## config.mk

```make
export PLATFORM = sky130hd
export DESIGN_NAME = mipsl_multicycle_control
export DESIGN_NICKNAME = d
export VERILOG_FILES = /design/src/rtl/mipsl_multicycle_control.sv
export SDC_FILE = /design/constraint.sdc
export NUM_CORES = 1
export LEC_CHECK = 0
export BUFFER_PORTS_ARGS = -buffer_cell sky130_fd_sc_hd__buf_2
export CORE_MARGIN = 2
export CORE_UTILIZATION = 50
export DETAILED_ROUTE_END_ITERATION = 8
export GPL_ROUTABILITY_DRIVEN = 0
export GPL_TIMING_DRIVEN = 0
export PLACE_DENSITY = 0.87
export SLEW_MARGIN = 0
export SYNTH_ARGS = -nofsm -noshare
export SYNTH_HDL_FRONTEND = slang
export SYNTH_SLANG_ARGS = --single-unit
```

## constraint.sdc

```tcl
create_clock -name clock -period 2 [get_ports clock]
set_clock_uncertainty 0.15 [all_clocks]
set_input_delay 0.2 -clock clock [delete_from_list [all_inputs] [get_ports clock]]
set_output_delay 0.2 -clock clock [all_outputs]
set_load 0.005 [all_outputs]
```

## src/rtl/mipsl_multicycle_control.sv

```systemverilog
// mipsl_multicycle_control: multicycle FETCH/DECODE/EXEC/MEM/WB sequencer for MIPSL.
// Drives datapath muxes, ALU select and PC/IR write enables over a shared memory
// port with a mem_ready handshake; memory waits are bounded by MEM_TIMEOUT.
// Optional build macro: MIPSL_CTRL_PERF_EN adds retired_count/stall_count counters.
//
// state  | code | meaning
// IDLE   |  0   | waiting for run
// FETCH  |  1   | read instruction at PC, load IR and bump PC on mem_ready
// DECODE |  2   | capture opcode, reject illegal opcodes
// EXEC   |  3   | ALU operation / branch compare / address calculation
// MEM    |  4   | data load or store at ALU result address
// WB     |  5   | register file write-back, instruction retires
module mipsl_multicycle_control #(
  parameter int OPCODE_W    = 3,
  parameter int MEM_TIMEOUT = 15,
  parameter int CNT_W       = 16
) (
  input  logic                clock,
  input  logic                reset,
  input  logic                run,
  input  logic [OPCODE_W-1:0] opcode,
  input  logic                mem_ready,
  output logic                regdst,
  output logic                branch,
  output logic                memread,
  output logic                memtoreg,
  output logic                memwrite,
  output logic                alusrc,
  output logic                regwrite,
  output logic [2:0]          alu_select,
  output logic                pc_write,
  output logic                ir_write,
  output logic                iord,
  output logic [2:0]          state,
  output logic                instr_done,
  output logic                illegal_op,
  output logic                mem_err
`ifdef MIPSL_CTRL_PERF_EN
  ,
  output logic [CNT_W-1:0]    retired_count,
  output logic [CNT_W-1:0]    stall_count
`endif
);

  // Wait counter never needs to hold MEM_TIMEOUT itself: the last wait cycle aborts.
  localparam int WAIT_W = (MEM_TIMEOUT < 2) ? 1 : $clog2(MEM_TIMEOUT);
  localparam logic [WAIT_W-1:0]   TMO_LAST = WAIT_W'(MEM_TIMEOUT - 1);
  localparam logic [OPCODE_W-1:0] MAX_OP   = OPCODE_W'(7);

  localparam logic [2:0] OP_ADD  = 3'd0;
  localparam logic [2:0] OP_SUB  = 3'd1;
  localparam logic [2:0] OP_SLT  = 3'd2;
  localparam logic [2:0] OP_LW   = 3'd3;
  localparam logic [2:0] OP_SW   = 3'd4;
  localparam logic [2:0] OP_BEQ  = 3'd5;
  localparam logic [2:0] OP_ADDI = 3'd6;
  localparam logic [2:0] OP_ANDI = 3'd7;

  typedef enum logic [2:0] {
    S_IDLE   = 3'd0,
    S_FETCH  = 3'd1,
    S_DECODE = 3'd2,
    S_EXEC   = 3'd3,
    S_MEM    = 3'd4,
    S_WB     = 3'd5
  } state_t;

  state_t            state_q, state_d;
  logic [2:0]        op_q, op_d;
  logic [WAIT_W-1:0] wait_q, wait_d;
  logic              mem_wait;
  logic              timeout;

  // Only legal opcodes (0..7) ever reach EXEC, so three bits of op_q suffice.
  assign mem_wait = ((state_q == S_FETCH) || (state_q == S_MEM)) && !mem_ready;
  assign timeout  = mem_wait && (wait_q == TMO_LAST);
  assign state    = state_q;

  // Next state, latched opcode and memory wait counter.
  always_comb begin
    state_d = state_q;
    op_d    = op_q;
    wait_d  = '0;
    case (state_q)
      S_IDLE: if (run) state_d = S_FETCH;
      S_FETCH: begin
        if (mem_ready)    state_d = S_DECODE;
        else if (timeout) state_d = S_FETCH;
        else              wait_d  = wait_q + WAIT_W'(1);
      end
      S_DECODE: begin
        op_d    = opcode[2:0];
        state_d = (opcode > MAX_OP) ? S_FETCH : S_EXEC;
      end
      S_EXEC: begin
        case (op_q)
          OP_LW, OP_SW: state_d = S_MEM;
          OP_BEQ:       state_d = S_FETCH;
          default:      state_d = S_WB;
        endcase
      end
      S_MEM: begin
        if (mem_ready)    state_d = (op_q == OP_LW) ? S_WB : S_FETCH;
        else if (timeout) state_d = S_FETCH;
        else              wait_d  = wait_q + WAIT_W'(1);
      end
      S_WB:    state_d = S_FETCH;
      default: state_d = S_IDLE;
    endcase
  end

  // State register with synchronous reset.
  always_ff @(posedge clock) begin
    if (reset) begin
      state_q <= S_IDLE;
      op_q    <= '0;
      wait_q  <= '0;
    end else begin
      state_q <= state_d;
      op_q    <= op_d;
      wait_q  <= wait_d;
    end
  end

  // Datapath controls decoded from state and latched opcode; all held low during
  // reset so an interrupted access issues no further writes.
  always_comb begin
    regdst     = 1'b0;
    branch     = 1'b0;
    memread    = 1'b0;
    memtoreg   = 1'b0;
    memwrite   = 1'b0;
    alusrc     = 1'b0;
    regwrite   = 1'b0;
    alu_select = 3'd0;
    pc_write   = 1'b0;
    ir_write   = 1'b0;
    iord       = 1'b0;
    instr_done = 1'b0;
    illegal_op = 1'b0;
    mem_err    = 1'b0;
    if (!reset) begin
      case (state_q)
        S_FETCH: begin
          memread  = 1'b1;
          ir_write = mem_ready;
          pc_write = mem_ready;
          mem_err  = timeout;
        end
        S_DECODE: illegal_op = (opcode > MAX_OP);
        S_EXEC: begin
          case (op_q)
            OP_ADD, OP_SUB, OP_SLT: alu_select = op_q;
            OP_LW, OP_SW, OP_ADDI:  alusrc = 1'b1;
            OP_ANDI: begin
              alusrc     = 1'b1;
              alu_select = 3'd4;
            end
            OP_BEQ: begin
              alu_select = 3'd1;
              branch     = 1'b1;
              instr_done = 1'b1;
            end
            default: ;
          endcase
        end
        S_MEM: begin
          iord       = 1'b1;
          alusrc     = 1'b1;
          memread    = (op_q == OP_LW);
          memwrite   = (op_q == OP_SW);
          instr_done = (op_q == OP_SW) && mem_ready;
          mem_err    = timeout;
        end
        S_WB: begin
          regwrite   = 1'b1;
          instr_done = 1'b1;
          regdst     = (op_q == OP_ADD) || (op_q == OP_SUB) || (op_q == OP_SLT);
          memtoreg   = (op_q == OP_LW);
        end
        default: ;
      endcase
    end
  end

`ifdef MIPSL_CTRL_PERF_EN
  logic [CNT_W-1:0] retired_q, retired_d;
  logic [CNT_W-1:0] stall_q, stall_d;

  // Saturating retire and memory-stall counters.
  always_comb begin
    retired_d = retired_q;
    stall_d   = stall_q;
    if (instr_done && !(&retired_q)) retired_d = retired_q + CNT_W'(1);
    if (mem_wait && !(&stall_q))     stall_d   = stall_q + CNT_W'(1);
  end

  // Counter registers, cleared by reset.
  always_ff @(posedge clock) begin
    if (reset) begin
      retired_q <= '0;
      stall_q   <= '0;
    end else begin
      retired_q <= retired_d;
      stall_q   <= stall_d;
    end
  end

  assign retired_count = retired_q;
  assign stall_count   = stall_q;
`endif

endmodule

```

After elaboration in Yosys (flattened, before gate mapping)
Index checks and enable logic that the tools add are counted.
W data, S select, Z words.

storage, ports and cells
  flip-flop bits (word level) = 10
  input port bits = 7
  output and inout port bits = 19
  logic and storage cells = 71

operators by class
  $add $sub $neg = 1
  $lt $le $gt $ge = 1
  equality and inequality tests = 14
  muxes and demuxes = 37
  bitwise operators = 1
  reduce and logical (&&, ||, !) cells = 14

operators by type and width
  operator               number
  $mux W1                23
  $mux W3                7
  $eq A3 B3 Y1 const B   6
  $pmux W3 S6            1
  $eq A3 B2 Y1 const B   4
  $pmux W3 S3            1
  $reduce_or A4 Y1       2
  $eq A3 B1 Y1 const B   2
  $logic_not A3 Y1       2
  $pmux W3 S2            1
  $add A4 B1 Y4 const B  1
  $eq A4 B4 Y1 const B   1
  $pmux W1 S2            2
  $reduce_or A2 Y1       2
  $gt A3 B3 Y1 const B   1
  $logic_and A1 B1 Y1    3
  $logic_or A1 B1 Y1     3
  $pmux W1 S3            1
  $reduce_or A3 Y1       1
  $mux W2                1
  $ne A2 B2 Y1 const B   1
  $logic_not A1 Y1       1
  $not A1 Y1             1

Logic depth before layout (Yosys ltp)
Gate-level depths: netlist (run 1).

  word-level depth = 7
  depth in mapped cells = 5
  mapped depth without buffers = 5

Least setup slack after synthesis (run 1)
Ideal clock, no wire load.

  path type = flip-flop to output port
  from = register state_q[1] (netlist: state[1])
  to = output regdst
  arrival = 1082 ps
  required time = 1650 ps
  path slack = 568 ps
  cell stages (with the launch flop) = 5
  buffers on the path = 1
  path through = dfxtp_1 buf_2 nor2_1 nand3_1 nor3b_1

on the way
  longest elaborated chain between the ends = 3

ends and longest elaborated chain
  element                 RTL line  source
  from (decl)             68        state_t state_q, state_d;
  from (signal assigned)  119       state_q <= state_d;
  $eq A3 B3 Y1            143       case (state_q)
  $mux W1                 143
  $mux W1                 142       if (!reset) begin
  to (decl)               23        output logic regdst,

Every way passes these cells.

Final worst setup path (run 1)
  from = register state_q[2] (netlist: state[2])
  to = output alu_select[1]

on the way
  longest elaborated chain between the ends = 3

ends and longest elaborated chain
  element       RTL line  source
  $eq A3 B2 Y1  143
  $mux W3       143
  $mux W3       142
  to (decl)     30        output logic [2:0] alu_select,

Every way passes these cells.

==> results of run 1 <==
==> cells in the final DEF, fill, tap and decap left out, types with 2 or more instances in the layout <==
master	synthesis	layout
a21oi_1	3	3
buf_2	2	25
buf_4	3	3
clkbuf_4	0	3
dfxtp_1	10	9
ha_1	2	2
inv_1	3	3
mux2i_1	3	3
nand2_1	3	3
nand2b_1	2	2
nand3_1	4	4
nor2_1	13	12
nor2b_1	3	3
nor3_1	3	3
nor3b_1	2	2
o21ai_0	2	2
o41ai_1	2	2
==> cells by family after synthesis <==
kind of cell             count (synthesis)
adder cells (fa/ha/maj)                  2
AO/OA/AOI/OAI                           17
buffers and inverters                   10
AND/OR/NAND/NOR                         40
XOR/XNOR                                 2
flip-flops                              10
other                                    1
multiplexers                             3
==> area by class of cell <==
cell class | count | area (um^2) | area share
flip-flops and latches | 10 | 201 | 0.235
plain buffers | 7 | 41.3 | 0.0482
well taps | 15 | 18.8 | 0.0219
repair buffers | 23 | 115 | 0.134
inverters | 3 | 11.3 | 0.0131
multi-input cells | 65 | 433 | 0.505
clock buffers | 4 | 36.3 | 0.0423
==> critical path, stage by stage (launching register included) <==
cell,delay (ns)
dfxtp_1,0.34
buf_2,0.19
nor2_1,0.20
nand3_1,0.16
nor4_2,0.21
buf_2,0.17
==> final timing paths <==
kind	to	cells past startpoint	slack, ns
worst min register to register	wait_q[0]	1	0.32
worst min-delay path	op_q[2]	3	0.01
worst max register to register	op_q[1]	4	0.56
worst max-delay path	alu_select[1]	5	0.11
==> flip-flops by register name, summed over array words and instances (netlist names) <==
signal,flops
wait_q,4
op_q,3
state,3
==> power by group <==
part,internal (mW),total [mW],leakage (nW),switching (mW)
clock,0.111,0.186,0.0210,0.0757
sequential,0.206,0.216,0.0816,0.00932
combinational,0.0336,0.0745,0.283,0.0409
total,0.351,0.476,0.386,0.126
==> what timing repair did <==
action,in CTS,in global routing
hold endpoints to repair,0,0
setup buffers,0,0
gates resized for setup,0,5
setup endpoints to repair,0,4
==> stage by stage <==
stage	hold slack [ns]	total power, mW	setup slack [ns]	instance area, um^2	utilization
floorplan	0.197	0.269	0.568	676	-
detailed placement	0.291	0.292	0.390	810	0.630
finish	0.00970	0.476	0.111	857	0.667
global placement	0.286	0.291	0.405	810	0.630
CTS	0.00939	0.477	0.0501	846	0.658
global route	0.0280	0.500	0.0255	857	0.667
==> layer usage <==
metal  share of wire  vias up  wire length, um  global-route usage
met4           0.012        0               19               0.133
met5               0        -                0                   0
met3           0.089        6              142              0.0652
met1            0.43      322              686               0.313
li1                -      355                -                   -
met2            0.47       40              746               0.333
==> results_dict.tcl, run 1 <==
set metrics [dict create \
    synth_commonest_cells "13 x nor2_1, 10 x dfxtp_1, 4 x nand3_1" \
    hold_viol 0 \
    drc 0 \
    vias 723 \
    synthSimpleGateAreaFrac 0.330 \
    dieArea_um2 1660 \
    nets 122 \
    grt_pass1_vias 589 \
    synth_seq_cells 10 \
    powerDensity_nw_per_um2 556 \
    routed_wl_um 1600 \
    critPathKind "flop to output pin" \
    setup.worst_path.end_class "output pin" \
    cts_tree "yes" \
    synth_mux_area_frac 0.0444 \
    synth_warnings 0 \
    grt_max_degree 11 \
    synth_top_cell_by_area "dfxtp_1" \
    worstPathRequired_ns 1.65 \
    cts_made_buffers 3 \
    syn_area_per_cell_um2 7.95 \
    initial_utilization 0.526 \
    synthTopCellsByArea "dfxtp_1 30%, nor2_1 7.2%, mux2i_1 4.4%" \
    syn_inst 85 \
    final.fill_count 117 \
    synth_nets 94 \
    overflow 0 \
    synth_top_area_frac 0.296 \
    critPathMaxFanout 10 \
    drive_gt1_frac 0.339 \
    cp-start-kind "flop" \
    synth-compound-area-share 0.185 \
    setup_viol 0 \
    drt_iter0_drc 22 \
    peakVddDrop_v 0.000416 \
    path_clk_slew_ns 0.07 \
    cts.sinks 10 \
    chipHeight_um 40.8 \
    fin_tns_setup_ns 0 \
    synth_edf_count 0 \
    drtAntennaViolNets 0 \
    yosysMostFrequentCell "nor2_1" \
    final_max_slew_viol_count 0 \
    outcome "completed" \
    fmax_ghz 0.529 \
    yosysUniqueCellTypes 39 \
    ys_seq_area_frac 0.296 \
    gr-usage-all-layers 0.234 \
    clk_latency_ns 0.27 \
    dp.cells 123 \
    stdcell_count 127 \
    period_share 0.945 \
    synth_top_family_by_area "simple AND/OR/NAND/NOR gates" \
    min-delay-start "opcode[2]" \
    hold_class "input port to flop" \
    synthFlopType "dfxtp_1" \
    final.min_clock_period_ns 1.89 \
    portBuffers 23 \
    grt_pass1_wl_um 2490 \
    max-cap-violations 0 \
    first_pass_iters 4 \
    antenna_cells 0 \
    num_io_pins 26 \
    worstSetupStartpoint "state[2]" \
    place_hpwl_um 1100 \
    row_count 13 \
    wl_per_cell_um 12.6 \
    synth-adder-area-share 0.0370 \
    h-tree-depth 1 \
    core-area_um2 1280 \
    via_per_inst 5.69 \
    root_buffer "clkbuf_4" \
    rsz0062_at_grt "no" \
    clockBufferDepth 2 \
    synth_xor_area_frac 0.0259 \
    antenna_found_initial 0 \
    rr_startpoint "state[2]" \
    ys_async_sr_fraction 0 \
    p_leak_nw 0.386 \
    crit_arrival_ns 1.54 \
    syn_area_um2 676 \
    die_w_um 40.8 \
    syn_to_final_growth_pct 26.9 \
    ctsHoldBuffers 0 \
]
Note: power is estimated with default switching activity, not from simulation.
==> run 2: changes to the inputs <==
==> constraint.sdc (replaced) <==
create_clock -name clock -period 2.3 [get_ports clock]
set_clock_uncertainty 0.15 [all_clocks]
set_input_delay 0.23 -clock clock [delete_from_list [all_inputs] [get_ports clock]]
set_output_delay 0.23 -clock clock [all_outputs]
set_load 0.005 [all_outputs]
==> run 2 against run 1 <==
  * Sequential power shrank 13%
  * Clock-buffer cell count is the same
  * Combinational power decreased by 14%
  * Non-clock buffer count unchanged
  * Setup slack better by 0.16 ns
  * Utilization shrank 0.88 points
  * Clock power decreased by 13%
  * Final cell count stayed put
  * Sequential cell count stayed put
==> results_dict.tcl, run 2 (synthesis gave the netlist of run 1 again) <==
set metrics [dict create \
    cts_tree "yes" \
    fin_ws_ns 0.267 \
    fin_tns_setup_ns 0 \
    root_buffer "clkbuf_4" \
    r2r_cells 4 \
    routed_wl_um 1590 \
    max-cap-violations 0 \
    seq_area_um2 200 \
    layout_commonest_cell "buf_2" \
    drt_iter0_drc 27 \
    regMostFlops "wait_q" \
    worstSetupStartpoint "state[2]" \
    num_io_pins 26 \
    fin_util 0.658 \
    vias 715 \
    wl_per_cell_um 12.5 \
    mostFrequentLayoutCells "25 x buf_2, 13 x nor2_1, 10 x dfxtp_1" \
    place_hpwl_um 1100 \
    hold_class "input port to flop" \
    powerDensity_nw_per_um2 488 \
    drive_gt1_frac 0.304 \
    row_count 13 \
    critPathMaxFanout 10 \
    swShare 0.263 \
    outcome "completed" \
    clock_power_share 0.392 \
    final.min_clock_period_ns 2.03 \
    overflow 0 \
    cp-start-kind "flop" \
    cts_made_buffers 3 \
    rr_startpoint "state[2]" \
    portBuffers 23 \
    core-area_um2 1280 \
    dpl_worst_slack_ns 0.660 \
    gr-usage-all-layers 0.234 \
    critPathKind "flop to output pin" \
    grt_pass1_vias 589 \
    post-cts-setup-buffer-count 0 \
    crit_path_end "alu_select[1]" \
    crit_arrival_ns 1.65 \
    path_clk_slew_ns 0.07 \
    pwr-share-seq 0.453 \
    post_cts_resized 0 \
    nets 122 \
    hold_ws_ns 0.0400 \
    grt_max_degree 11 \
    setup_viol 0 \
    power_uw 413 \
    p_leak_nw 0.381 \
    via_per_inst 5.63 \
    drtAntennaViolNets 0 \
    first_pass_iters 4 \
    p_int_uw 304 \
    clockBufferDepth 2 \
    chipHeight_um 40.8 \
    setup.worst_path.end_class "output pin" \
    period_share 0.884 \
    h-tree-depth 1 \
    p_sw_uw 109 \
    ctsHoldBuffers 0 \
    drc 0 \
    final.fill_count 116 \
    reg2reg_slack_ns 0.86 \
    antenna_cells 0 \
    rsz0062_at_grt "no" \
    worstPathRequired_ns 1.92 \
    initial_utilization 0.526 \
    final_max_slew_viol_count 0 \
    fmax_ghz 0.492 \
    grt_pass1_wl_um 2490 \
    hold_viol 0 \
    die_w_um 40.8 \
    largest_reg_flops 4 \
    p_comb_frac 0.155 \
    reg2reg_to "op_q[1]" \
    cts.sinks 10 \
    dieArea_um2 1660 \
    syn_to_final_growth_pct 25.2 \
    antenna_found_initial 0 \
    peakVddDrop_v 0.000365 \
    multi_input_area_um2 424 \
    clk_latency_ns 0.27 \
]
==> run 2: per-stage QoR <==
step | area (um^2) | std cells
final | 846 | 127
after global placement | 810 | 123
after detailed placement | 810 | 123
after floorplan | 676 | 85
after CTS | 846 | 127
after global routing | 846 | 127
==> run 2: worst min-delay path by stage <==
stage / depth (start not counted) / endpoint / slack [ns] / startpoint
2_1_floorplan: 2 / op_q[0] / 0.23 / opcode[0]
3_3_place_gp: 1 / wait_q[0] / 0.30 / wait_q[0]
3_5_place_dp: 1 / wait_q[0] / 0.31 / wait_q[0]
4_1_cts: 3 / op_q[2] / 0.04 / opcode[2]
5_1_grt: 3 / op_q[2] / 0.06 / opcode[2]
6_report: 3 / op_q[2] / 0.04 / opcode[2]
==> run 2: critical path: stages (launching register included) <==
cell,delay [ns]
dfxtp_1,0.34
buf_2,0.19
nor2_1,0.21
nand3_1,0.15
nor4_1,0.31
buf_2,0.19
==> run 2: power by group through the flow <==
stage / clock [mW] / combinational, mW / sequential (mW)
3_5_place_dp: 0 / 0.0624 / 0.191
2_1_floorplan: 0 / 0.0441 / 0.190
6_report: 0.162 / 0.0639 / 0.187
3_3_place_gp: 0 / 0.0619 / 0.191
5_1_grt: 0.175 / 0.0703 / 0.188
4_1_cts: 0.165 / 0.0632 / 0.187
==> run 2: area by class of cell <==
cell class / count / area share
Buffer: 7 / 0.0473
Clock buffer: 4 / 0.0429
Inverter: 3 / 0.0133
Multi-Input combinational cell: 65 / 0.501
Sequential cell: 10 / 0.237
Tap cell: 15 / 0.0222
Timing Repair Buffer: 23 / 0.136
==> run 2: routing by layer <==
metal | global-route usage | wire length (um)
met2 | 0.333 | 705
met4 | 0.133 | 35
met5 | 0 | 0
met1 | 0.313 | 718
met3 | 0.0652 | 128
==> run 3: changes to the inputs <==
==> constraint.sdc (replaced) <==
create_clock -name clock -period 2.3 [get_ports clock]
set_clock_uncertainty 0.15 [all_clocks]
set_input_delay 0.46 -clock clock [delete_from_list [all_inputs] [get_ports clock]]
set_output_delay 0.46 -clock clock [all_outputs]
set_load 0.005 [all_outputs]
==> run 3 against run 2 <==
  * Non-clock buffer count is the same
  * First-iteration DRC count down 19%
  * Sequential cell count unchanged
  * Setup slack got worse by 0.13 ns
  * Sequential share of layout area is 0.28 points lower
  * Utilization increased by 0.78 points
  * Routed wire length is 2.3% higher
  * Largest power group unchanged
==> results_dict.tcl, run 3 (synthesis gave the netlist of run 1 again) <==
set metrics [dict create \
    rsz0062_at_grt "no" \
    drt_iter0_drc 22 \
    cts.sinks 10 \
    rr_startpoint "state[2]" \
    largest_reg_flops 4 \
    reg2reg_to "op_q[1]" \
    setup.worst_path.end_class "output pin" \
    routed_wl_um 1630 \
    critPathMaxFanout 8 \
    powerDensity_nw_per_um2 487 \
    outcome "completed" \
    initial_utilization 0.526 \
    min-delay-start "opcode[2]" \
    reg2reg_slack_ns 0.86 \
    drc 0 \
    met1_length_um 732 \
    setup_viol 0 \
    cp_cell_sequence "nand2_1 -> a211o_1 -> a21oi_1 -> buf_2" \
    vias 728 \
    hold_class "input port to flop" \
    cp-start-kind "flop" \
    r2r_cells 4 \
    grt_pass1_wl_um 2490 \
    grt_max_degree 11 \
    critPathSlowestCell "dfxtp_1" \
    grt_pass1_vias 589 \
    drive_gt1_frac 0.330 \
    portBuffers 23 \
    nets 122 \
    overflow 0 \
    cts_made_buffers 3 \
    clockBufferDepth 2 \
    via_per_inst 5.73 \
    path_clk_slew_ns 0.07 \
    first_pass_iters 4 \
    dieArea_um2 1660 \
    max-cap-violations 0 \
    num_io_pins 26 \
    crit_arrival_ns 1.55 \
    die_w_um 40.8 \
    dpl_worst_slack_ns 0.229 \
    peakVddDrop_v 0.000366 \
    power_uw 416 \
    final.fill_count 117 \
    top_layer_used "met4" \
    final.min_clock_period_ns 2.16 \
    crit_path_end "alusrc" \
    worstPathRequired_ns 1.69 \
    fin_ws_ns 0.137 \
    h-tree-depth 1 \
    fmax_ghz 0.462 \
    period_share 0.940 \
    final_max_slew_viol_count 0 \
    wl_met3_um 116 \
    critPathKind "flop to output pin" \
    hold_viol 0 \
    drtAntennaViolNets 0 \
    fin_tns_setup_ns 0 \
    regMostFlops "wait_q" \
    row_count 13 \
    antenna_found_initial 0 \
    layout_commonest_cell "buf_2" \
    wl_per_cell_um 12.8 \
    mostFrequentLayoutCells "25 x buf_2, 12 x nor2_1, 10 x dfxtp_1" \
    place_hpwl_um 1100 \
    gr-usage-all-layers 0.234 \
    syn_to_final_growth_pct 26.7 \
    ctsHoldBuffers 0 \
    dr_wl_met2_um 747 \
    post-cts-setup-buffer-count 0 \
    cpPeakStageDelay_ns 0.48 \
    chipHeight_um 40.8 \
    core-area_um2 1280 \
    root_buffer "clkbuf_4" \
    cts_tree "yes" \
    antenna_cells 0 \
    worstSetupStartpoint "op_q[0]" \
    clk_latency_ns 0.27 \
    p_leak_nw 0.385 \
]
## run 3: cell counts in the layout (fill, tap and decap cells not counted)
Identical to the previous run, type by type.
## run 3: layout make-up
class | instances | area, um^2 | area share
Multi-Input combinational cell | 65 | 433 | 0.506
Inverter | 3 | 11.3 | 0.0132
Tap cell | 15 | 18.8 | 0.0219
Clock buffer | 4 | 36.3 | 0.0424
Sequential cell | 10 | 200 | 0.234
Buffer | 7 | 41.3 | 0.0482
Timing Repair Buffer | 23 | 115 | 0.135
## run 3: critical path: cells and delay by family, from the launching register on
| kind | cells | cell delay (ns) |
|---|---|---|
| AOI/OAI and AO/OA | 2 | 0.46 |
| and+or+nand+nor | 1 | 0.20 |
| DFF | 1 | 0.48 |
| buffers and inverters | 1 | 0.14 |
## run 3: layer usage
| layer | up-vias | track usage |
|---|---|---|
| met3 | 7 | 0.0652 |
| met5 | - | 0 |
| met1 | 328 | 0.313 |
| met4 | 0 | 0.133 |
| li1 | 360 | - |
| met2 | 33 | 0.333 |
## run 3: worst min path at each step
stage,end,cells past startpoint
after floorplan,wait_q[0],1
after global placement,wait_q[0],1
after detailed placement,wait_q[0],1
after CTS,op_q[2],3
after global routing,op_q[2],3
final,op_q[2],3
## run 3: metrics by stage
step / hold slack [ns] / utilization / instances / cell area, um^2
final: 0.265 / 0.666 / 127 / 856
after global placement: 0.298 / 0.630 / 123 / 810
after floorplan: 0.280 / - / 85 / 676
after CTS: 0.269 / 0.658 / 127 / 846
after global routing: 0.288 / 0.666 / 127 / 856
after detailed placement: 0.308 / 0.630 / 123 / 810
## run 3: where the power goes
part	internal (mW)	total, mW	switching, mW
Clock	0.0963	0.164	0.0678
Combinational	0.0292	0.0648	0.0356
Sequential	0.179	0.187	0.00812
Total	0.305	0.416	0.112
## run 3: timing repair
action                     4_1_cts  5_1_grt
resized for setup                0        4
hold endpoints to repair         0        0
setup endpoints to repair        0        3
